### config.mk
export PLATFORM = sky130hd
export DESIGN_NAME = rps_match_controller
export DESIGN_NICKNAME = d
export VERILOG_FILES = /design/src/rtl/rps_match_controller.sv
export SDC_FILE = /design/constraint.sdc
export NUM_CORES = 1
export LEC_CHECK = 0
export BUFFER_PORTS_ARGS = -buffer_cell sky130_fd_sc_hd__buf_4
export CORE_ASPECT_RATIO = 1.2
export CORE_MARGIN = 2
export CORE_UTILIZATION = 57
export DETAILED_ROUTE_END_ITERATION = 16
export PLACE_DENSITY = 0.8
export RECOVER_POWER = 100
export SLEW_MARGIN = 20
export SYNTH_ARGS = -nofsm -noshare
export SYNTH_HDL_FRONTEND = slang
export SYNTH_SLANG_ARGS = --single-unit
### constraint.sdc
create_clock -name clk -period 3.4 [get_ports clk]
set_clock_uncertainty 0.05 [all_clocks]
set_input_delay 0.17 -clock clk [delete_from_list [all_inputs] [get_ports clk]]
set_output_delay 0.17 -clock clk [all_outputs]
set_load 0.05 [all_outputs]
### src/rtl/rps_match_controller.sv
// Rock-paper-scissors match controller.
// Runs timed move windows, resolves each round, shows the result for a
// fixed pause and ends the match on a winning score or the round limit.
module rps_match_controller #(
    parameter int unsigned ROUND_CYCLES = 4687500,
    parameter int unsigned SHOW_CYCLES  = 1171875,
    parameter int unsigned WIN_SCORE    = 3,
    parameter int unsigned MAX_ROUNDS   = 9
) (
    input  logic        clk,
    input  logic        reset,
    input  logic        start,
    input  logic        p1_valid,
    input  logic        p2_valid,
    input  logic [1:0]  p1_move,
    input  logic [1:0]  p2_move,
    output logic        p1_ack,
    output logic        p2_ack,
    output logic        round_active,
    output logic [25:0] time_left,
    output logic        result_valid,
    output logic [1:0]  result,
    output logic [3:0]  p1_score,
    output logic [3:0]  p2_score,
    output logic [3:0]  round_num,
    output logic        match_done,
    output logic [1:0]  winner
);

    localparam int unsigned SW = (SHOW_CYCLES > 1) ? $clog2(SHOW_CYCLES) : 1;
    localparam logic [25:0]   TL_LOAD   = 26'(ROUND_CYCLES - 1);
    localparam logic [SW-1:0] SHOW_LOAD = SW'(SHOW_CYCLES - 1);
    localparam logic [3:0]    WIN_Q     = 4'(WIN_SCORE);
    localparam logic [3:0]    MAX_Q     = 4'(MAX_ROUNDS);

    typedef enum logic [2:0] {
        S_IDLE, S_ROUND, S_RESOLVE, S_SHOW, S_DONE
    } state_t;

    state_t        state_q, state_d;
    logic [25:0]   time_left_q, time_left_d;
    logic [SW-1:0] show_cnt_q, show_cnt_d;
    logic          p1_have_q, p1_have_d, p2_have_q, p2_have_d;
    logic [1:0]    p1_mv_q, p1_mv_d, p2_mv_q, p2_mv_d;
    logic [1:0]    result_q, result_d;
    logic [3:0]    p1_score_q, p1_score_d, p2_score_q, p2_score_d;
    logic [3:0]    round_num_q, round_num_d;
    logic [1:0]    winner_q, winner_d;

    // Round outcome: 00 tie, 01 P1, 10 P2; a missing move forfeits.
    function automatic logic [1:0] judge(input logic h1, input logic [1:0] m1,
                                         input logic h2, input logic [1:0] m2);
        if (h1 && h2) begin
            if (m1 == m2) return 2'b00;
            if ((m1 == 2'b00 && m2 == 2'b10) || (m1 == 2'b01 && m2 == 2'b00) ||
                (m1 == 2'b10 && m2 == 2'b01)) return 2'b01;
            return 2'b10;
        end
        if (h1) return 2'b01;
        if (h2) return 2'b10;
        return 2'b00;
    endfunction

    // Next-state, move handshake and score bookkeeping.
    always_comb begin
        state_d     = state_q;
        time_left_d = time_left_q;
        show_cnt_d  = show_cnt_q;
        p1_have_d   = p1_have_q;
        p2_have_d   = p2_have_q;
        p1_mv_d     = p1_mv_q;
        p2_mv_d     = p2_mv_q;
        result_d    = result_q;
        p1_score_d  = p1_score_q;
        p2_score_d  = p2_score_q;
        round_num_d = round_num_q;
        winner_d    = winner_q;

        p1_ack = p1_valid && (state_q == S_ROUND) && !p1_have_q && (p1_move != 2'b11);
        p2_ack = p2_valid && (state_q == S_ROUND) && !p2_have_q && (p2_move != 2'b11);

        case (state_q)
            S_IDLE, S_DONE: begin
                if (start) begin
                    state_d     = S_ROUND;
                    time_left_d = TL_LOAD;
                    p1_have_d   = 1'b0;
                    p2_have_d   = 1'b0;
                    result_d    = '0;
                    p1_score_d  = '0;
                    p2_score_d  = '0;
                    round_num_d = '0;
                    winner_d    = '0;
                end
            end
            S_ROUND: begin
                if (p1_ack) begin
                    p1_have_d = 1'b1;
                    p1_mv_d   = p1_move;
                end
                if (p2_ack) begin
                    p2_have_d = 1'b1;
                    p2_mv_d   = p2_move;
                end
                time_left_d = (time_left_q == '0) ? '0 : time_left_q - 26'd1;
                // Result is registered on the way into RESOLVE so it is
                // already on the port while result_valid is high.
                if ((p1_have_d && p2_have_d) || (time_left_q == '0)) begin
                    state_d     = S_RESOLVE;
                    time_left_d = '0;
                    result_d    = judge(p1_have_d, p1_mv_d, p2_have_d, p2_mv_d);
                end
            end
            S_RESOLVE: begin
                if (result_q == 2'b01 && p1_score_q < WIN_Q) p1_score_d = p1_score_q + 4'd1;
                if (result_q == 2'b10 && p2_score_q < WIN_Q) p2_score_d = p2_score_q + 4'd1;
                round_num_d = round_num_q + 4'd1;
                p1_have_d   = 1'b0;
                p2_have_d   = 1'b0;
                show_cnt_d  = SHOW_LOAD;
                state_d     = S_SHOW;
            end
            S_SHOW: begin
                if (show_cnt_q == '0) begin
                    if (p1_score_q == WIN_Q || p2_score_q == WIN_Q || round_num_q == MAX_Q) begin
                        state_d  = S_DONE;
                        winner_d = (p1_score_q > p2_score_q) ? 2'b01 :
                                   (p2_score_q > p1_score_q) ? 2'b10 : 2'b00;
                    end else begin
                        state_d     = S_ROUND;
                        time_left_d = TL_LOAD;
                    end
                end else begin
                    show_cnt_d = show_cnt_q - 1'b1;
                end
            end
            default: state_d = S_IDLE;
        endcase
    end

    // Single register stage for all controller state.
    always_ff @(posedge clk) begin
        if (reset) begin
            state_q     <= S_IDLE;
            time_left_q <= '0;
            show_cnt_q  <= '0;
            p1_have_q   <= 1'b0;
            p2_have_q   <= 1'b0;
            p1_mv_q     <= '0;
            p2_mv_q     <= '0;
            result_q    <= '0;
            p1_score_q  <= '0;
            p2_score_q  <= '0;
            round_num_q <= '0;
            winner_q    <= '0;
        end else begin
            state_q     <= state_d;
            time_left_q <= time_left_d;
            show_cnt_q  <= show_cnt_d;
            p1_have_q   <= p1_have_d;
            p2_have_q   <= p2_have_d;
            p1_mv_q     <= p1_mv_d;
            p2_mv_q     <= p2_mv_d;
            result_q    <= result_d;
            p1_score_q  <= p1_score_d;
            p2_score_q  <= p2_score_d;
            round_num_q <= round_num_d;
            winner_q    <= winner_d;
        end
    end

    assign round_active = (state_q == S_ROUND);
    assign result_valid = (state_q == S_RESOLVE);
    assign match_done   = (state_q == S_DONE);
    assign time_left    = time_left_q;
    assign result       = result_q;
    assign p1_score     = p1_score_q;
    assign p2_score     = p2_score_q;
    assign round_num    = round_num_q;
    assign winner       = winner_q;

endmodule

==> out/results.tsv <==
stage	metric	value	unit
sta	min_period	3074	ps
setup_path	critPathMaxStageDelay	610	ps
pwr	p_seq_frac	0.460	
cells_and_area	drive_gt1_frac	0.07252	
setup_path	cpMaxStageDelayCell	or4_1	
place	io_buffer_count	55	
place	dp.cells	593	
yosys	syn_avg_cell_area	8.233	um^2
yosys	syn_nets	486	
routing	dr.first_iter.drc_count	205	
setup_path	arrival	3270	ps
setup_path	critical_path_class	reg -> reg	
routing	routed_wl	9588	um
yosys	ys_ff_latch	72	
yosys	yosys-top-cells-area	dfxtp_1 (37%), nor2_1 (4.9%), a21oi_1 (4.8%)	
yosys	yosysWarnings	0	
yosys	netlist_instances	467	
sta	setup_slack	325.9	ps
yosys	synth_edf_count	0	
sta	finalHoldViolations	0	
die	die-area	0.007421	mm^2
clock_network	ctsResizeCount	0	
pwr	leakagePower	1.696	nW
min_path	worstHoldPathType	in -> reg	
pwr	powerDensity	472.0	mW/mm^2
place	dp_hpwl	6874	um
clock_network	postCtsSetupRepairBufs	0	
cells_and_area	nNetsFinal	538	
sta	rsz0062_at_grt	no	
pwr	peakVddDrop	0.3528	mV
yosys	synth.distinct_cells	59	
clock_network	clkLatencyLatePin	350	ps
global_routing	antenna_found_initial	0	
sta	max_freq	325.3	MHz
routing	detail_route.wl_per_cell	15.74	um
setup_path	startpoint_type	flip-flop	
status	status	complete, no violations	
pwr	clkPwrFrac	0.311	
yosys	synth_area	0.003845	mm^2
pwr	combinationalPowerShare	0.230	
setup_path	endpoint_kind	flip-flop	
global_routing	grt.total_usage	0.2701	
global_routing	grt_max_degree	35	
yosys	async_flop_share	0	
die	coreArea	0.006486	mm^2
die	dieHeight	93.97	um
die	pin_count	56	
clock_network	htreeDepth	3	
sta	max-slew-margin-rel	0.4684	
yosys	ys.flop_type	dfxtp_1	
place	dp_slack	658.3	ps
global_routing	grt_pass1_vias	3312	
clock_network	cts_tree	done	
sta	finalSetupViolCount	0	
routing	first_pass_iters	4	
die	die_w	78.98	um
global_routing	grt_overflow	0	
die	rows	32	
clock_network	clkSinkCount	72	
yosys	synth_top_area_share	0.3749	
cells_and_area	final_cell_mix	dfxtp_1 (72), clkbuf_1 (51), nor2_1 (50)	
die	start_util	0.5928	
cells_and_area	post-route-util	0.6651	
cells_and_area	syn_to_final_growth	12.20	%
clock_network	cts-buffers-inserted	9	
setup_path	crit_path_cell_trace	or4_1 > nor4_2 > a31oi_1 > nor2_1 > clkbuf_1 > o21ai_0 > a221oi_1	
routing	drc	0	
job	maxCapViolCount	0	
cells_and_area	layout.cells.non_filler	609	
routing	ant_nets	0	
setup_path	cp.required	3600	ps
yosys	synth_seq_area_share	0.3749	
clock_network	cts_buffer_depth	2	
yosys	synth_area_leader_cell	dfxtp_1	
pwr	p_int	1.348	mW
routing	vias	3666	
cells_and_area	final_common_cell	dfxtp_1	
cells_and_area	antenna_cells	0	
clock_network	clkSlewWorstSetupHoldPaths	70	ps
pwr	p_switching	0.6886	mW
pwr	p_sw_frac	0.3382	
sta	tns	0	ps
place	routabilityCongestion	0.8536	
sta	timing.final.crit_share	0.9041	
global_routing	grt_pass1_wl	15820	um
sta	tightest_slew	793.7	ps
routing	via_per_inst	6.020	
clock_network	hold_buffers	0	
clock_network	clockRootBuffer	clkbuf_8	
setup_path	critPathMaxFanout	10	
sta	slew_viol_final	0	
## power groups by stage
| stage | sequential [mW] | combinational (mW) | clock [mW] |
|---|---|---|---|
| final | 0.936 | 0.468 | 0.633 |
| after CTS | 0.935 | 0.494 | 0.644 |
| after floorplan | 1.03 | 0.275 | 0 |
| after detailed placement | 0.954 | 0.490 | 0 |
| after global routing | 0.942 | 0.509 | 0.689 |
| after global placement | 0.952 | 0.481 | 0 |
## logic make-up (layout without fill, tap and decap cells)
kind of cell / after synthesis / in the layout / share of synthesized area
flip-flops: 72 / 72 / 0.3749
AND/OR/NAND/NOR: 205 / 205 / 0.2828
adder cells (fa/ha/maj): 10 / 10 / 0.03254
buffers and inverters: 41 / 98 / 0.04523
XOR/XNOR: 19 / 19 / 0.04328
multiplexers: 8 / 8 / 0.02213
AO/OA/AOI/OAI: 112 / 112 / 0.1992
## registers in the layout, indices dropped and copies added, names as in the netlist, 2 cells and up
signal and count:
result 2, p2_mv_q 2, time_left 26, round_num 4
p1_mv_q 2, winner 2, p1_score 4, p2_score 4
state_q 3, show_cnt_q 21
## worst paths after layout
path                   from              to  slack [ps]  depth (start not counted)
min reg2reg  show_cnt_q[20]  show_cnt_q[20]         440                          2
min                   start      state_q[2]          90                          4
max reg2reg   show_cnt_q[8]    time_left[3]         330                          7
max           show_cnt_q[8]    time_left[3]         330                          7
## per-stage QoR
step	hold WS (ps)	power, mW	instance area, um^2
after floorplan	303.2	1.308	3845
after global placement	402.2	1.433	4322
after detailed placement	434.0	1.444	4322
after CTS	80.03	2.073	4507
after global routing	103.4	2.139	4314
final	93.77	2.036	4314
## metal layers
layer  global-route usage  routed length (um)
met5                    0                   0
met3              0.03942                 378
met1               0.3412                4332
met2               0.4499                4680
met4               0.1307                 197
## final cells by class
cell class	instances	area (um^2)
Multi-Input combinational cell	354	2221
Fill cell	593	2172
Sequential cell	72	1441
Timing Repair Buffer	63	289.0
Clock buffer	14	172.7
Tap cell	85	106.4
Inverter	19	71.32
Clock inverter	2	12.51
## cells in the mapped netlist (3+ instances only)
| library cell | number |
|---|---|
| clkbuf_1 | 14 |
| dfxtp_1 | 72 |
| a21oi_1 | 37 |
| and3_1 | 7 |
| mux2i_1 | 7 |
| nand3b_1 | 4 |
| xnor2_1 | 14 |
| o221a_2 | 4 |
| xor2_1 | 5 |
| nand2_1 | 28 |
| a31oi_1 | 4 |
| inv_1 | 19 |
| and2_1 | 8 |
| a21o_1 | 5 |
| nand4_1 | 6 |
| buf_2 | 4 |
| nand3_1 | 11 |
| o21a_1 | 8 |
| o21ai_0 | 16 |
| nor4_1 | 16 |
| nor2b_1 | 5 |
| or3_1 | 7 |
| a211o_1 | 3 |
| or4_1 | 7 |
| ha_1 | 10 |
| o31ai_1 | 3 |
| nor3_1 | 35 |
| nand2b_1 | 9 |
| o41ai_1 | 3 |
| a22o_1 | 5 |
| nor2_1 | 50 |
## worst max-delay path, delay by kind of cell, from the launching register on
family / cells / cell delay, ps
compound gates: 3 / 820
buf+inv: 1 / 430
flops: 1 / 360
simple gates: 3 / 1310
No activity file was read; power rests on OpenSTA's default activity.
